### config.mk
export PLATFORM = sky130hd
export DESIGN_NAME = queue_status_fifo
export DESIGN_NICKNAME = d
export VERILOG_FILES = /design/src/rtl/queue_status_fifo.sv
export SDC_FILE = /design/constraint.sdc
export NUM_CORES = 1
export LEC_CHECK = 0
export CAP_MARGIN = 10
export CORE_MARGIN = 1
export CORE_UTILIZATION = 55
export CTS_CLUSTER_DIAMETER = 80
export CTS_CLUSTER_SIZE = 24
export DETAILED_ROUTE_END_ITERATION = 6
export DONT_BUFFER_PORTS = 1
export PLACE_DENSITY = 0.73
export SYNTH_ARGS = -nofsm -noshare
export SYNTH_HDL_FRONTEND = slang
export SYNTH_SLANG_ARGS = --single-unit
### constraint.sdc
create_clock -name clk -period 1.9 [get_ports clk]
set_clock_uncertainty 0.1 [all_clocks]
set_input_delay 0.19 -clock clk [delete_from_list [all_inputs] [get_ports clk]]
set_output_delay 0.19 -clock clk [all_outputs]
set_load 0.02 [all_outputs]
### src/rtl/queue_status_fifo.sv
// Synchronous FIFO with fill count, almost flags, sticky error flags,
// synchronous flush and optional first-word-fall-through read mode.
module queue_status_fifo #(
    parameter int data_width         = 8,
    parameter int address_width      = 4,
    parameter int almost_full_level  = 12,
    parameter int almost_empty_level = 2,
    parameter int fwft               = 0
) (
    input  logic                     clk,
    input  logic                     reset,
    input  logic                     write_cmd,
    input  logic [data_width-1:0]    write_data,
    input  logic                     read_cmd,
    input  logic                     flush,
    input  logic                     clear_err,
    output logic [data_width-1:0]    read_data,
    output logic                     read_valid,
    output logic                     full,
    output logic                     empty,
    output logic                     almost_full,
    output logic                     almost_empty,
    output logic [address_width:0]   fill_count,
    output logic                     overflow,
    output logic                     underflow
);

    localparam int DEPTH = 2 ** address_width;
    localparam int CW    = address_width + 1;
    localparam logic [CW-1:0] DEPTH_C = CW'(DEPTH);
    localparam logic [CW-1:0] AF_C    = CW'(almost_full_level);
    localparam logic [CW-1:0] AE_C    = CW'(almost_empty_level);

    logic [data_width-1:0]    mem [DEPTH];

    logic [address_width-1:0] wr_ptr_q, wr_ptr_d;
    logic [address_width-1:0] rd_ptr_q, rd_ptr_d;
    logic [CW-1:0]            count_q, count_d;
    logic                     full_q, full_d;
    logic                     empty_q, empty_d;
    logic                     afull_q, afull_d;
    logic                     aempty_q, aempty_d;
    logic                     ovf_q, ovf_d;
    logic                     unf_q, unf_d;
    logic [data_width-1:0]    rdata_q, rdata_d;
    logic                     rvalid_q, rvalid_d;

    logic rd_acc;
    logic wr_acc;

    // A read needs stored data; a write into a full queue needs a read to make room.
    assign rd_acc = read_cmd & ~empty_q;
    assign wr_acc = write_cmd & (~full_q | rd_acc);

    // Next-state: pointers, fill count, registered flags, read register and errors.
    always_comb begin
        wr_ptr_d = wr_ptr_q;
        rd_ptr_d = rd_ptr_q;
        count_d  = count_q;
        rdata_d  = rdata_q;
        rvalid_d = 1'b0;
        if (flush) begin
            wr_ptr_d = '0;
            rd_ptr_d = '0;
            count_d  = '0;
        end else begin
            if (wr_acc) begin
                wr_ptr_d = wr_ptr_q + address_width'(1);
            end
            if (rd_acc) begin
                rd_ptr_d = rd_ptr_q + address_width'(1);
                rdata_d  = mem[rd_ptr_q];
                rvalid_d = 1'b1;
            end
            if (wr_acc && !rd_acc) begin
                count_d = count_q + CW'(1);
            end else if (rd_acc && !wr_acc) begin
                count_d = count_q - CW'(1);
            end
        end
        full_d   = (count_d == DEPTH_C);
        empty_d  = (count_d == '0);
        afull_d  = (count_d >= AF_C);
        aempty_d = (count_d <= AE_C);
        // A new error event wins over a simultaneous clear.
        ovf_d = (ovf_q & ~clear_err) | (write_cmd & full_q & ~rd_acc);
        unf_d = (unf_q & ~clear_err) | (read_cmd & empty_q);
    end

    // State registers; reset empties the queue and clears every flag.
    always_ff @(posedge clk or negedge reset) begin
        if (!reset) begin
            wr_ptr_q <= '0;
            rd_ptr_q <= '0;
            count_q  <= '0;
            full_q   <= 1'b0;
            empty_q  <= 1'b1;
            afull_q  <= 1'b0;
            aempty_q <= 1'b1;
            ovf_q    <= 1'b0;
            unf_q    <= 1'b0;
            rdata_q  <= '0;
            rvalid_q <= 1'b0;
        end else begin
            wr_ptr_q <= wr_ptr_d;
            rd_ptr_q <= rd_ptr_d;
            count_q  <= count_d;
            full_q   <= full_d;
            empty_q  <= empty_d;
            afull_q  <= afull_d;
            aempty_q <= aempty_d;
            ovf_q    <= ovf_d;
            unf_q    <= unf_d;
            rdata_q  <= rdata_d;
            rvalid_q <= rvalid_d;
        end
    end

    // Storage array; contents need no reset since the pointers define validity.
    always_ff @(posedge clk) begin
        if (wr_acc && !flush) begin
            mem[wr_ptr_q] <= write_data;
        end
    end

    generate
        if (fwft != 0) begin : g_fwft
            // Head word is shown directly; last popped word is held while empty.
            assign read_data  = empty_q ? rdata_q : mem[rd_ptr_q];
            assign read_valid = ~empty_q;
        end else begin : g_reg
            assign read_data  = rdata_q;
            assign read_valid = rvalid_q;
        end
    endgenerate

    assign full         = full_q;
    assign empty        = empty_q;
    assign almost_full  = afull_q;
    assign almost_empty = aempty_q;
    assign fill_count   = count_q;
    assign overflow     = ovf_q;
    assign underflow    = unf_q;

endmodule
==> run summary <==
Among all flip-flop cells after synthesis, the most frequent one is edfxtp_1. Counting tap cells, the placed design contains a total of 553 instances. The count of port buffers added during placement is 0, and the number of buffers on the longest clock path is 2. For the routability congestion estimate from global placement, the log shows 0.886. The finished layout holds 602 standard cells, fillers aside.

For the worst setup path, the data required time is 2.10 ns. For the relative slew slack, the log shows 56.9%. Relative to the synthesized area, the layout overhead comes to 18.0%.

The run gives 0.0374 ns as the least setup slack across all paths after layout. In this run the cell area measured after placement is 0.00680 mm². The cell area that synthesis handed to floorplanning was 0.00642 mm². The mean routed wirelength per cell is 21.0 µm, and the maximum number of pins on one net before global-route repair is 29. The CTS clock-pin slew for the worst setup and hold paths works out to 0.06 ns. The worst hold path passes through 2 cells.

The synthesized design spends more area on one cell type than any other, namely edfxtp_1. The post-route minimum period came out at 1.86 ns. In the post-synthesis netlist, the cell with the most instances is edfxtp_1.

Using the TritonRoute via totals, the vias-per-cell ratio works out to 5.94. For the number of max-cap violations, the log shows 0. Via count of the first global-routing pass: 3441. STA classifies the critical path endpoint as a flop. The final-report hold violation count was 0; the overall power of the completed layout was 8.52 mW. The area of the die is 0.0121 mm². The detailed router placed 3577 vias in this run.

The run gives 0 as the post-route DRC violation count. Walking the worst path, the cells encountered are buf_12, mux4_1, nand2b_4, o2111ai_1, o21ai_1. After routing the design area is 0.00758 mm².

The count of clock tree sinks was 156; the starting density of the core was 56.3%. In this run the remaining antenna-violating nets after routing total 0. For this block, the initial DRC count from the detailed router was 228. After floorplanning, the core was divided into 39 placement rows. Type of element launching the critical path: a flop.

The logs give 0 for the final max-slew violation count and 387 for the number of instances in the synthesized netlist. The clock tree synthesis step divided the H-tree into 4 levels. The logs give 0 for the number of setup violations in the final report and 12600 µm for the routed wire length.

Share of flip-flops with an asynchronous set or reset after synthesis: 17.9%. Cells with a size suffix above 1 make up 22.1% of the layout. For this run, the post-layout net count is 467.

The slack of the worst reg-to-reg path came out at 0.04 ns. After legalization and detailed placement, the total HPWL measured 8320 µm. The floorplan die height works out to 110 µm.

The initial antenna violation count was 1; the count of different cell masters after synthesis was 49. For the detailed-routing iteration count for the pre-antenna-repair pass, the log shows 5. The root buffer cell was clkbuf_16.

The first global-routing pass estimated 19400 µm of wire. Area share of the largest cell type after synthesis: 59.8%. The die span in x works out to 110 µm.

A synthesized cell averages 16.6 µm². Global-route congestion overflow total: 0. The number of nets handed over by synthesis was 408.

After routing, the total negative slack on setup checks comes to 0 ns. The worst register-to-register path has a depth of 5. IR analysis of the VDD net gives a maximum drop of 0.883 mV. The final critical-path share of the clock period was 98.0%; the total routing resource utilization after global routing was 22.9%. Of all nets on the critical path, the largest fanout is 7. Counting the buffers created by CTS gives 17. At the pin with the least slew margin, the transition time is 0.644 ns.

The synthesized design contains 128 enable-type register cells. The critical path in this run is classified as flop to flop. The largest single stage delay on the critical path is 0.60 ns. Before CTS, the worst setup slack after placement is -0.0658 ns. The flow ran to the end, and the final reports show no timing, DRC or antenna violations.

TritonCTS built the clock tree. The logs give 34 for the count of pins on the block boundary and 765 for the number of fill cells in the layout. For this design the ratio of total power to cell area is 1120 mW/mm². The logs give 70.8% for the part of the Yosys area used for sequential elements and 0.0114 mm² for the core outline area.

For the achievable frequency, the log shows 537 MHz. For the worst-skew pair, the clock arrives at the later sink with an insertion delay of 0.42 ns. Data arrives at the worst endpoint at 2.06 ns. The slowest stage of the critical path belongs to the cell mux4_1.

The synthesized design contains 156 register bits. The Yosys step of the flow raised 0 warnings. By count the netlist is led by 128 x edfxtp_1, 34 x nor2_1, 33 x mux2i_1, 26 x dfrtp_1, 20 x nand2_1. In this run the static leakage power is 2.63 nW. In the post-synthesis netlist, the biggest area contributors are edfxtp_1 60%, dfrtp_1 10%, mux2i_1 5.1%.

The worst hold path belongs to the class input port to flop.
## final cells by class
type / instances / area [µm²] / area share (%)
multi-input combinational: 205 / 1760 / 23.2
sequential: 156 / 4550 / 60.0
timing repair buffer: 55 / 512 / 6.75
clock buffer: 19 / 433 / 5.71
inverter: 11 / 41.3 / 0.545
antenna: 1 / 2.50 / 0.0330
clock inverter: 12 / 101 / 1.34
tap: 143 / 179 / 2.36
## state kept, by name (all words and copies together), names as in the netlist, 4 cells and up
signal,cells
fill_count,5
mem,128
read_data,8
wr_ptr_q,4
rd_ptr_q,4
## per-layer routing
metal / wire length [µm] / up-vias / track usage [%]
met5: 0 / - / 0
met4: 200 / 0 / 8.38
met3: 885 / 16 / 5.88
met2: 5980 / 131 / 34.8
met1: 5550 / 1810 / 32.1
li1: - / 1620 / -
## worst max-delay path: cells and delay by family (launching register included)
family	cells	cell delay, ns
AOI/OAI and AO/OA	2	0.22
buffers and inverters	1	0.14
DFF	1	0.51
muxes	1	0.60
and+or+nand+nor	1	0.18
## placed cells by master (no fill, tap or decap), types with 11 or more instances in the layout
cell,instances
inv_1,11
clkbuf_16,17
mux2i_1,32
dlygate4sd3_1,13
nand2_1,20
dfrtp_1,24
edfxtp_1,128
buf_4,36
nor2_1,31
a22oi_1,12
## worst paths after layout
check / start / end
worst min register to register: wr_ptr_q[3]$_DFFE_PN0P_ / wr_ptr_q[3]$_DFFE_PN0P_
max in group asynchronous: reset / empty$_DFF_PN1_
worst max-delay path: rd_ptr_q[1]$_DFFE_PN0P_ / read_data[5]$_DFFE_PN0P_
worst max register to register: rd_ptr_q[1]$_DFFE_PN0P_ / read_data[5]$_DFFE_PN0P_
worst min-delay path: flush / fill_count[4]$_DFF_PN0_
min in group asynchronous: reset / wr_ptr_q[3]$_DFFE_PN0P_
## cell families after synthesis
kind of cell               share of synthesized area (%)
AOI/OAI and AO/OA                                   5.63
xor gates and xnor gates                           0.818
adders and majority gates                           1.36
buffers and inverters                               2.69
DFF                                                 70.8
muxes                                               11.4
and+or+nand+nor                                     7.34
## per-stage QoR
stage / util [%] / hold slack (ns)
after detailed placement: 59.6 / -0.205
after global placement: 59.6 / -0.205
after global routing: 66.4 / 0.0133
final: 66.4 / 0.0227
after CTS: 65.9 / 0.0113
after floorplan: - / -0.206
## timing repair
action                                  4_1_cts  5_1_grt
hold endpoints to repair                    175        0
resized for setup                             3        9
pin swaps                                     1        0
buffers inserted                              2        1
hold buffers                                 14        0
endpoints found under the setup margin       15      116
## report_power, final
part / total [mW] / internal, mW / switching [mW]
combinational: 1.27 / 0.565 / 0.702
clock: 3.05 / 1.78 / 1.28
sequential: 4.20 / 3.91 / 0.288
total: 8.52 / 6.25 / 2.26
No activity file was read; power rests on OpenSTA's default activity.
